--- config.mk ---
export PLATFORM = sky130hd
export DESIGN_NAME = sipo_align_ctrl
export DESIGN_NICKNAME = d
export VERILOG_FILES = /design/src/rtl/sipo_pkg.sv /design/src/rtl/sipo_out_fifo.sv /design/src/rtl/sipo_align_ctrl.sv
export SDC_FILE = /design/constraint.sdc
export NUM_CORES = 1
export LEC_CHECK = 0
export CAP_MARGIN = 20
export CORE_UTILIZATION = 35
export CTS_BUF_LIST = sky130_fd_sc_hd__clkbuf_4 sky130_fd_sc_hd__clkbuf_8 sky130_fd_sc_hd__clkbuf_16
export CTS_CLUSTER_SIZE = 24
export DETAILED_ROUTE_END_ITERATION = 8
export PLACE_DENSITY_LB_ADDON = 0.1
export SYNTH_ARGS = -nofsm -noshare
export SYNTH_HDL_FRONTEND = slang
export SYNTH_HIERARCHICAL = 1
export SYNTH_SLANG_ARGS = --single-unit
--- constraint.sdc ---
create_clock -name CLK_IN -period 2.85 [get_ports CLK_IN]
set_input_delay 0.285 -clock CLK_IN [delete_from_list [all_inputs] [get_ports CLK_IN]]
set_output_delay 0.285 -clock CLK_IN [all_outputs]
set_load 0.01 [all_outputs]
--- src/rtl/sipo_pkg.sv ---
// Shared definitions for the serial-to-parallel comma aligner: FSM encoding,
// default comma pattern and output FIFO depth.
package sipo_pkg;

   typedef enum logic [1:0] {
      ST_HUNT    = 2'd0,
      ST_CONFIRM = 2'd1,
      ST_LOCKED  = 2'd2
   } align_state_t;

   localparam logic [9:0] COMMA_DEFAULT = 10'b0011111010;
   localparam int         FIFO_DEPTH    = 2;

endpackage

--- src/rtl/sipo_out_fifo.sv ---
// Small output FIFO with valid/ready pop side and a sticky overflow flag.
// A push into a full FIFO only lands if the head is popped in the same cycle.
module sipo_out_fifo
   import sipo_pkg::*;
#(
   parameter int WIDTH = 10
) (
   input  logic             CLK_IN,
   input  logic             RESET_IN,
   input  logic             push_i,
   input  logic [WIDTH-1:0] push_word_i,
   input  logic             push_comma_i,
   input  logic             ready_i,
   input  logic             clear_i,
   output logic [WIDTH-1:0] word_o,
   output logic             comma_o,
   output logic             valid_o,
   output logic             overflow_o
);

   localparam int PW   = (FIFO_DEPTH > 1) ? $clog2(FIFO_DEPTH) : 1;
   localparam int CNTW = $clog2(FIFO_DEPTH + 1);

   logic [WIDTH-1:0]      word_q [FIFO_DEPTH];
   logic [FIFO_DEPTH-1:0] comma_q;
   logic [PW-1:0]         wr_ptr_q, wr_ptr_d;
   logic [PW-1:0]         rd_ptr_q, rd_ptr_d;
   logic [CNTW-1:0]       count_q, count_d;
   logic                  ovf_q, ovf_d;
   logic                  valid, full, pop, push_ok, drop;

   function automatic logic [PW-1:0] ptr_inc(input logic [PW-1:0] p);
      return (p == PW'(FIFO_DEPTH - 1)) ? '0 : p + 1'b1;
   endfunction

   always_comb begin
      valid    = (count_q != '0);
      full     = (count_q == CNTW'(FIFO_DEPTH));
      pop      = valid & ready_i;
      push_ok  = push_i & (~full | pop);
      drop     = push_i & full & ~pop;
      wr_ptr_d = push_ok ? ptr_inc(wr_ptr_q) : wr_ptr_q;
      rd_ptr_d = pop ? ptr_inc(rd_ptr_q) : rd_ptr_q;
      count_d  = count_q;
      if (push_ok && !pop) begin
         count_d = count_q + 1'b1;
      end else if (pop && !push_ok) begin
         count_d = count_q - 1'b1;
      end
      // A fresh drop outranks a clear arriving in the same cycle.
      ovf_d = (ovf_q & ~clear_i) | drop;
   end

   always_ff @(posedge CLK_IN or posedge RESET_IN) begin
      if (RESET_IN) begin
         for (int i = 0; i < FIFO_DEPTH; i++) begin
            word_q[i] <= '0;
         end
         comma_q  <= '0;
         wr_ptr_q <= '0;
         rd_ptr_q <= '0;
         count_q  <= '0;
         ovf_q    <= 1'b0;
      end else begin
         if (push_ok) begin
            word_q[wr_ptr_q]  <= push_word_i;
            comma_q[wr_ptr_q] <= push_comma_i;
         end
         wr_ptr_q <= wr_ptr_d;
         rd_ptr_q <= rd_ptr_d;
         count_q  <= count_d;
         ovf_q    <= ovf_d;
      end
   end

   assign valid_o    = valid;
   assign word_o     = valid ? word_q[rd_ptr_q] : '0;
   assign comma_o    = valid ? comma_q[rd_ptr_q] : 1'b0;
   assign overflow_o = ovf_q;

endmodule

--- src/rtl/sipo_align_ctrl.sv ---
// Serial-to-parallel deserialiser that hunts for a comma, confirms word
// alignment over several commas, then forwards aligned words to a FIFO.
//
//   state      | meaning
//   -----------+------------------------------------------------------------
//   ST_HUNT    | no alignment; any bit cycle whose candidate is COMMA aligns
//   ST_CONFIRM | aligned; counting consecutive commas at word boundaries
//   ST_LOCKED  | locked; every boundary word pushed, comma gap supervised
module sipo_align_ctrl
   import sipo_pkg::*;
#(
   parameter int               WIDTH      = 10,
   parameter logic [WIDTH-1:0] COMMA      = COMMA_DEFAULT,
   parameter int               LOCK_COUNT = 3,
   parameter int               MAX_GAP    = 64
) (
   input  logic             CLK_IN,
   input  logic             RESET_IN,
   input  logic             ENABLE_IN,
   input  logic             SERIAL_IN,
   input  logic             CLEAR_IN,
   input  logic             WORD_READY_IN,
   output logic [WIDTH-1:0] WORD_OUT,
   output logic             WORD_VALID_OUT,
   output logic             IS_COMMA_OUT,
   output logic             LOCKED_OUT,
   output logic             OVERFLOW_OUT
);

   localparam int CW = $clog2(WIDTH);
   localparam int MW = $clog2(LOCK_COUNT + 1);
   localparam int GW = $clog2(MAX_GAP + 2);

   align_state_t     state_q, state_d;
   logic [WIDTH-1:0] shift_q, shift_d;
   logic [CW-1:0]    bit_cnt_q, bit_cnt_d;
   logic [MW-1:0]    match_q, match_d;
   logic [GW-1:0]    gap_q, gap_d;
   logic [WIDTH-1:0] candidate;
   logic             cand_is_comma;
   logic             boundary;
   logic             push;

   always_ff @(posedge CLK_IN or posedge RESET_IN) begin
      if (RESET_IN) begin
         state_q   <= ST_HUNT;
         shift_q   <= '0;
         bit_cnt_q <= '0;
         match_q   <= '0;
         gap_q     <= '0;
      end else begin
         state_q   <= state_d;
         shift_q   <= shift_d;
         bit_cnt_q <= bit_cnt_d;
         match_q   <= match_d;
         gap_q     <= gap_d;
      end
   end

   always_comb begin
      candidate     = {SERIAL_IN, shift_q[WIDTH-1:1]};
      cand_is_comma = (candidate == COMMA);
      boundary      = (bit_cnt_q == CW'(WIDTH - 1));
      state_d       = state_q;
      shift_d       = shift_q;
      bit_cnt_d     = bit_cnt_q;
      match_d       = match_q;
      gap_d         = gap_q;
      push          = 1'b0;

      if (ENABLE_IN) begin
         shift_d   = candidate;
         bit_cnt_d = boundary ? '0 : bit_cnt_q + 1'b1;
         unique case (state_q)
            ST_HUNT: begin
               // The comma just completed, so the next bit starts a word.
               if (cand_is_comma) begin
                  bit_cnt_d = '0;
                  match_d   = MW'(1);
                  gap_d     = '0;
                  state_d   = (LOCK_COUNT <= 1) ? ST_LOCKED : ST_CONFIRM;
               end
            end
            ST_CONFIRM: begin
               if (boundary) begin
                  if (cand_is_comma) begin
                     match_d = match_q + 1'b1;
                     if (int'(match_q) + 1 >= LOCK_COUNT) begin
                        state_d = ST_LOCKED;
                        gap_d   = '0;
                     end
                  end else begin
                     state_d = ST_HUNT;
                  end
               end
            end
            ST_LOCKED: begin
               if (boundary) begin
                  push = 1'b1;
                  if (cand_is_comma) begin
                     gap_d = '0;
                  end else if (gap_q >= GW'(MAX_GAP)) begin
                     state_d = ST_HUNT;
                  end else begin
                     gap_d = gap_q + 1'b1;
                  end
               end
            end
            default: state_d = ST_HUNT;
         endcase
      end
   end

   sipo_out_fifo #(
      .WIDTH (WIDTH)
   ) u_out_fifo (
      .CLK_IN       (CLK_IN),
      .RESET_IN     (RESET_IN),
      .push_i       (push),
      .push_word_i  (candidate),
      .push_comma_i (cand_is_comma),
      .ready_i      (WORD_READY_IN),
      .clear_i      (CLEAR_IN),
      .word_o       (WORD_OUT),
      .comma_o      (IS_COMMA_OUT),
      .valid_o      (WORD_VALID_OUT),
      .overflow_o   (OVERFLOW_OUT)
   );

   assign LOCKED_OUT = (state_q == ST_LOCKED);

endmodule

==> results of run 1 <==
## flip-flops by register name, indices dropped and copies added, names as in the netlist
signal                 flops
u_out_fifo/wr_ptr_q        1
gap_q                      7
state_q                    2
u_out_fifo/comma_q         2
shift_q                    9
u_out_fifo/count_q         2
bit_cnt_q                  4
u_out_fifo/word_q         20
u_out_fifo/rd_ptr_q        1
match_q                    2
u_out_fifo/overflow_o      1
## worst max-delay path by stage
stage / endpoint / slack, ns / cells after the start
finish: gap_q[2] / 0.54 / 5
global route: IS_COMMA_OUT / 0.45 / 3
CTS: gap_q[2] / 0.53 / 5
detailed placement: gap_q[2] / 0.22 / 6
global placement: gap_q[2] / 0.26 / 6
floorplan: gap_q[2] / 0.65 / 6
## placed cells by master, fill, tap and decap left out, drive strengths merged, types with 5 or more instances in the layout
master          n
nand3           6
clkdlybuf4s50  19
nor2           16
clkbuf          5
o21ai           8
a21o            8
nand2           9
buf             9
ha              7
dfrtp          51
inv             9
mux2           32
mux2i          12
## where the power goes
part	internal (W)	leakage [nW]	total (W)	switching, W
combinational	0.000156	0.640	0.000277	0.000121
clock	0.000257	0.0502	0.000492	0.000235
sequential	0.000811	0.679	0.000926	0.000115
## cell type report
class / count / area [µm²] / area share (%)
flip-flops and latches: 51 / 1276 / 41.94
multi-input cells: 144 / 1245 / 40.91
repair buffers: 28 / 257.7 / 8.470
well taps: 99 / 123.9 / 4.071
clock buffers: 5 / 68.82 / 2.262
clock inverters: 2 / 37.54 / 1.234
inverters: 9 / 33.78 / 1.110
## worst max-delay path: stages, from the launching register on
cell and delay [ns]:
sky130_fd_sc_hd__dfrtp_1 0.45, sky130_fd_sc_hd__or2_1 0.28, sky130_fd_sc_hd__or3_1 0.44, sky130_fd_sc_hd__a21o_1 0.20, sky130_fd_sc_hd__a221o_2 0.46, sky130_fd_sc_hd__a221o_1 0.36
## stage by stage
step                      hold slack [ns]  setup WS (ns)
final                              0.3634         0.5421
after global routing               0.3916         0.4462
after CTS                          0.3711         0.5318
after detailed placement           0.4992         0.2224
after global placement             0.4985         0.2558
after floorplan                    0.2996         0.6470
## logic make-up after synthesis
| logic type | Yosys count | share of synthesized area (%) |
|---|---|---|
| flip-flops | 51 | 48.85 |
| adder cells (fa/ha/maj) | 7 | 3.352 |
| buffers and inverters | 18 | 3.495 |
| AND/OR/NAND/NOR | 56 | 12.21 |
| AO/OA/AOI/OAI | 32 | 9.148 |
| multiplexers | 44 | 21.26 |
| XOR/XNOR | 5 | 1.677 |
## routing by layer
metal,GRT usage (%),routed length [µm]
met1,19.11,2386
met2,20.49,2054
met3,3.358,162
met4,4.692,64
met5,0,0
==> results.yml, run 1 <==
status:
  outcome: "finished clean"
worst_setup_path:
  worst_r2r_endpoint: "gap_q[2]"
  r2r_cells: 5
  rrSetupSlack_ns: 0.54
  timing.setup.critical_path_class: "reg2reg"
  critical_path_peak_fanout: 7
  critical_path.startpoint_type: "flop"
  endpoint_arrival_time_on_the_critical_path_ns: 2.50
  critical_path_required_ns: 3.04
  crit-reg2reg-launch: "shift_q[9]"
  cp-end-kind: "flop"
  cp-startpoint: "shift_q[9]"
timing:
  final-hold-violation-count: 0
  max_slew_margin_pct: 53.92
  fin_crit_ns: 2.308
  totalNegativeSetupSlack_ns: 0
  finalMaxSlewViolations: 0
  period_share_pct: 80.98
  rsz0062_at_grt: "false"
  setup_violations: 0
  worst_pin_slew_ns: 0.6912
  max_freq_ghz: 0.4333
  timing.clock.skew_ns: 0.007229
clock_tree:
  clockRootBuffer: "sky130_fd_sc_hd__clkbuf_8"
  post_cts.resized_instances: 0
  worstSkewPairLatency_ns: 0.30
  tritoncts_clock_tree: "built"
  h-tree-depth: 2
  cts.sink_count: 51
  postCtsHoldBufs: 0
  cts_setup_buffers: 0
  clock_path_buffers: 2
  number_of_buffers_added_by_the_clock_tree_synthesis_step: 5
  clk_transition_reported_paths_ns: 0.09
yosys:
  synth_flop_cell: "sky130_fd_sc_hd__dfrtp_1"
  synth_area_leaders: "sky130_fd_sc_hd__dfrtp_1 49%, sky130_fd_sc_hd__mux2_4 11%, sky130_fd_sc_hd__mux2_2 5.2%, sky130_fd_sc_hd__mux2i_1 4.6%, sky130_fd_sc_hd__ha_1 3.4%"
  netlist-cell-type-count: 49
  post_synth.cell_area_avg_um2: 12.27
  ys_seq_area_share_pct: 48.85
  synth.cell_area_um2: 2613
  yosys_register_bits: 51
  synth_common_cells: "51 x sky130_fd_sc_hd__dfrtp_1, 20 x sky130_fd_sc_hd__mux2_4, 15 x sky130_fd_sc_hd__nor2_1"
  post-synth-top-area-fraction_pct: 48.85
  yosys.cell_count.top_type: "sky130_fd_sc_hd__dfrtp_1"
  syn-instance-count: 213
  synthDominantAreaCellType: "sky130_fd_sc_hd__dfrtp_1"
  ys_warn_count: 6
  number_of_enable_flip_flop_cells_after_synthesis: 0
  syn-num-nets: 226
  asyncSetResetFlopFracSynth_pct: 100.0
route:
  wl_per_cell_um: 13.81
  vias_per_cell: 4.722
  drt-total-wl_mm: 4.668
  antenna_violating_nets_post_route: 0
  drt_drc_violations_left: 0
  vias: 1596
  drt_pre_antenna_iters: 4
  detailedRoute.firstIterationViolations: 70
cells_and_area:
  postLayoutCoreUtil_pct: 42.18
  synthToLayoutAreaGrowth_pct: 16.48
  final_cell_area_um2: 3043
  drive_above_1_share_pct: 25.94
  fin_cells: 338
  design.final.nets: 252
  fillers: 696
  diodes: 0
die:
  vert_die_dim_um: 88.40
  placementRows: 31
  floorplan.die_area_um2: 7814
  io_pins: 20
  floorplan.initialDensity_pct: 36.21
  chipWidth_um: 88.40
  core_um2: 7214
global_routing:
  grt_first_pass_wirelength_mm: 8.045
  grt.overflow.total: 0
  first_global_vias: 1552
  antenna_found_initial: 0
  grt_start_max_net_pins: 28
  grt_usage_pct: 13.62
placement:
  placed_area_um2: 2937
  final_weighted_congestion_in_routability_driven_placement: 0.7717
  numPortBuffers: 19
  place_hpwl_mm: 3.226
  dp_cells: 331
flow_run:
  drv.max_cap_violation_count: 0
pwr:
  totalPowerFinal_w: 0.001695
  power_per_cell_area_nw_per_um2: 557.1
  power_leakage_nw: 1.370
  ir_drop_mv: 0.2779
worst_hold_path:
  worstHoldPathType: "in2async"
(Power assumes the default switching activity.)
==> inputs of run 2 (changes only) <==
==> constraint.sdc (replaced) <==
create_clock -name CLK_IN -period 1.9 [get_ports CLK_IN]
set_input_delay 0.19 -clock CLK_IN [delete_from_list [all_inputs] [get_ports CLK_IN]]
set_output_delay 0.19 -clock CLK_IN [all_outputs]
set_load 0.01 [all_outputs]
==> results.yml, run 2 (synthesis results as in run 1) <==
route:
  drt-total-wl_mm: 5.201
  vias_per_cell: 4.760
  drt_drc_violations_left: 0
  wl_per_cell_um: 13.87
  vias: 1785
  detailedRoute.firstIterationViolations: 42
  drt_pre_antenna_iters: 4
  antenna_violating_nets_post_route: 0
worst_setup_path:
  endpoint_arrival_time_on_the_critical_path_ns: 2.28
  critical_path_peak_fanout: 4
  timing.setup.critical_path_class: "reg2reg"
  cp-startpoint: "shift_q[3]"
  critical_path_required_ns: 2.11
  critical_path.startpoint_type: "flop"
  r2r_cells: 6
  crit-reg2reg-launch: "shift_q[3]"
  cp-end-kind: "flop"
  rrSetupSlack_ns: -0.18
  worst_r2r_endpoint: "gap_q[0]"
cells_and_area:
  layout.cells.most_common_list: "50 x sky130_fd_sc_hd__dfrtp_1, 37 x sky130_fd_sc_hd__buf_4, 22 x sky130_fd_sc_hd__mux2_4"
  final_cell_area_um2: 3522
  max_ffs_per_register: 20
  final_common_cell: "sky130_fd_sc_hd__dfrtp_1"
  design.final.nets: 288
  reg_top3: "u_out_fifo/word_q: 20 flops, shift_q: 9 flops, gap_q: 7 flops"
  synthToLayoutAreaGrowth_pct: 34.82
  drive_above_1_share_pct: 41.30
  diodes: 0
  max_flop_register: "u_out_fifo/word_q"
flow_run:
  drv.max_cap_violation_count: 0
pwr:
  internal_power_of_the_cells_w: 0.002050
  switching_power_w: 0.0008198
  totalPowerFinal_w: 0.002870
  power_leakage_nw: 1.725
  ir_drop_mv: 0.5592
  power_per_cell_area_nw_per_um2: 814.9
  pwr-share-clk_pct: 26.6
  seq_power_share_pct: 46.1
  power_switching_share_pct: 28.56
  comb_power_share_pct: 27.3
global_routing:
  grt_usage_pct: 14.43
  grt.overflow.total: 0
  grt_start_max_net_pins: 28
  first_global_vias: 1707
  grt_first_pass_wirelength_mm: 8.556
  antenna_found_initial: 0
status:
  violations_in_the_final_reports: "negative setup slack"
  outcome: "finished, violations left"
die:
  chipWidth_um: 88.40
  io_pins: 20
  core_um2: 7214
  vert_die_dim_um: 88.40
  placementRows: 31
  floorplan.die_area_um2: 7814
  floorplan.initialDensity_pct: 36.21
timing:
  max_freq_ghz: 0.4819
  finalMaxSlewViolations: 0
  fin_crit_ns: 2.075
  period_share_pct: 109.2
  max_slew_margin_pct: 65.76
  timing.clock.skew_ns: 0.008784
  final-hold-violation-count: 0
  rsz0062_at_grt: "true"
  layout_setup_ws_ns: -0.1750
  worst_pin_slew_ns: 0.5082
  totalNegativeSetupSlack_ns: -1.227
  setup_violations: 11
clock_tree:
  worstSkewPairLatency_ns: 0.30
  clk_transition_reported_paths_ns: 0.10
  postCtsHoldBufs: 0
  clockRootBuffer: "sky130_fd_sc_hd__clkbuf_8"
  number_of_buffers_added_by_the_clock_tree_synthesis_step: 5
  cts.sink_count: 51
  h-tree-depth: 2
  clock_path_buffers: 2
  tritoncts_clock_tree: "built"
placement:
  numPortBuffers: 19
  dp_slack_ns: -0.4412
  final_weighted_congestion_in_routability_driven_placement: 0.7660
  place_hpwl_mm: 3.565
  placed_area_um2: 3171
worst_hold_path:
  worstHoldPathType: "in2async"
-- run 2: cell count changes in the layout (fill, tap and decap cells not counted), moves of 3 or more --
cell                              delta
sky130_fd_sc_hd__dlymetal6s2s_1      +5
sky130_fd_sc_hd__buf_6               +4
sky130_fd_sc_hd__buf_12              +3
sky130_fd_sc_hd__dlygate4sd2_1       +6
sky130_fd_sc_hd__buf_4              +28
sky130_fd_sc_hd__clkdlybuf4s50_1    -11
-- run 2: worst max-delay path, stage by stage, from the launching register on --
cell	delay, ns
sky130_fd_sc_hd__dfrtp_1	0.39
sky130_fd_sc_hd__nand4bb_4	0.23
sky130_fd_sc_hd__or3_4	0.43
sky130_fd_sc_hd__a21o_1	0.17
sky130_fd_sc_hd__a221o_2	0.42
sky130_fd_sc_hd__buf_4	0.16
sky130_fd_sc_hd__a21o_2	0.20
-- run 2: what timing repair did --
action                                  CTS  global route
pin swaps                                 3             3
endpoints found under the setup margin   46            40
setup buffers                             4             5
gates resized for setup                  26            15
cloned                                    1             0
-- run 2: layout make-up --
type | count | area (µm²)
multi-input combinational | 144 | 1366
tap | 99 | 123.9
clock buffer | 5 | 68.82
clock inverter | 3 | 43.79
inverter | 9 | 33.78
timing repair buffer | 64 | 605.6
sequential | 51 | 1280
fill | 682 | 3692
-- run 2: power by group through the flow --
stage	Combinational, W	Clock, W	Sequential, W
2_1_floorplan	0.000365	0	0.00135
3_3_place_gp	0.000690	0	0.00134
3_5_place_dp	0.000700	0	0.00134
4_1_cts	0.000731	0.000794	0.00133
5_1_grt	0.000859	0.000825	0.00135
6_report	0.000783	0.000763	0.00132
-- run 2: worst max-delay path by stage --
stage / to / slack, ns / cells after the start
6_report: gap_q[0] / -0.18 / 6
4_1_cts: gap_q[2] / -0.17 / 5
2_1_floorplan: gap_q[2] / -0.20 / 6
5_1_grt: gap_q[6] / -0.23 / 6
3_5_place_dp: gap_q[2] / -0.44 / 6
3_3_place_gp: gap_q[2] / -0.42 / 6
-- run 2: metal layers --
layer | up-vias | share of wire [%] | global-route usage (%)
li1 | 888 | - | -
met1 | 865 | 50 | 20.07
met2 | 28 | 47 | 23.22
met3 | 4 | 2.4 | 2.799
met4 | 0 | 0.65 | 3.519
met5 | - | 0 | 0
-- run 2: per-stage QoR --
stage / utilization (%) / cells / hold slack, ns
4_1_cts: 47.43 / 370 / 0.2584
6_report: 48.82 / 375 / 0.2491
3_3_place_gp: 43.95 / 357 / 0.4949
3_5_place_dp: 43.95 / 357 / 0.4962
2_1_floorplan: - / 213 / 0.2046
5_1_grt: 48.82 / 375 / 0.3035
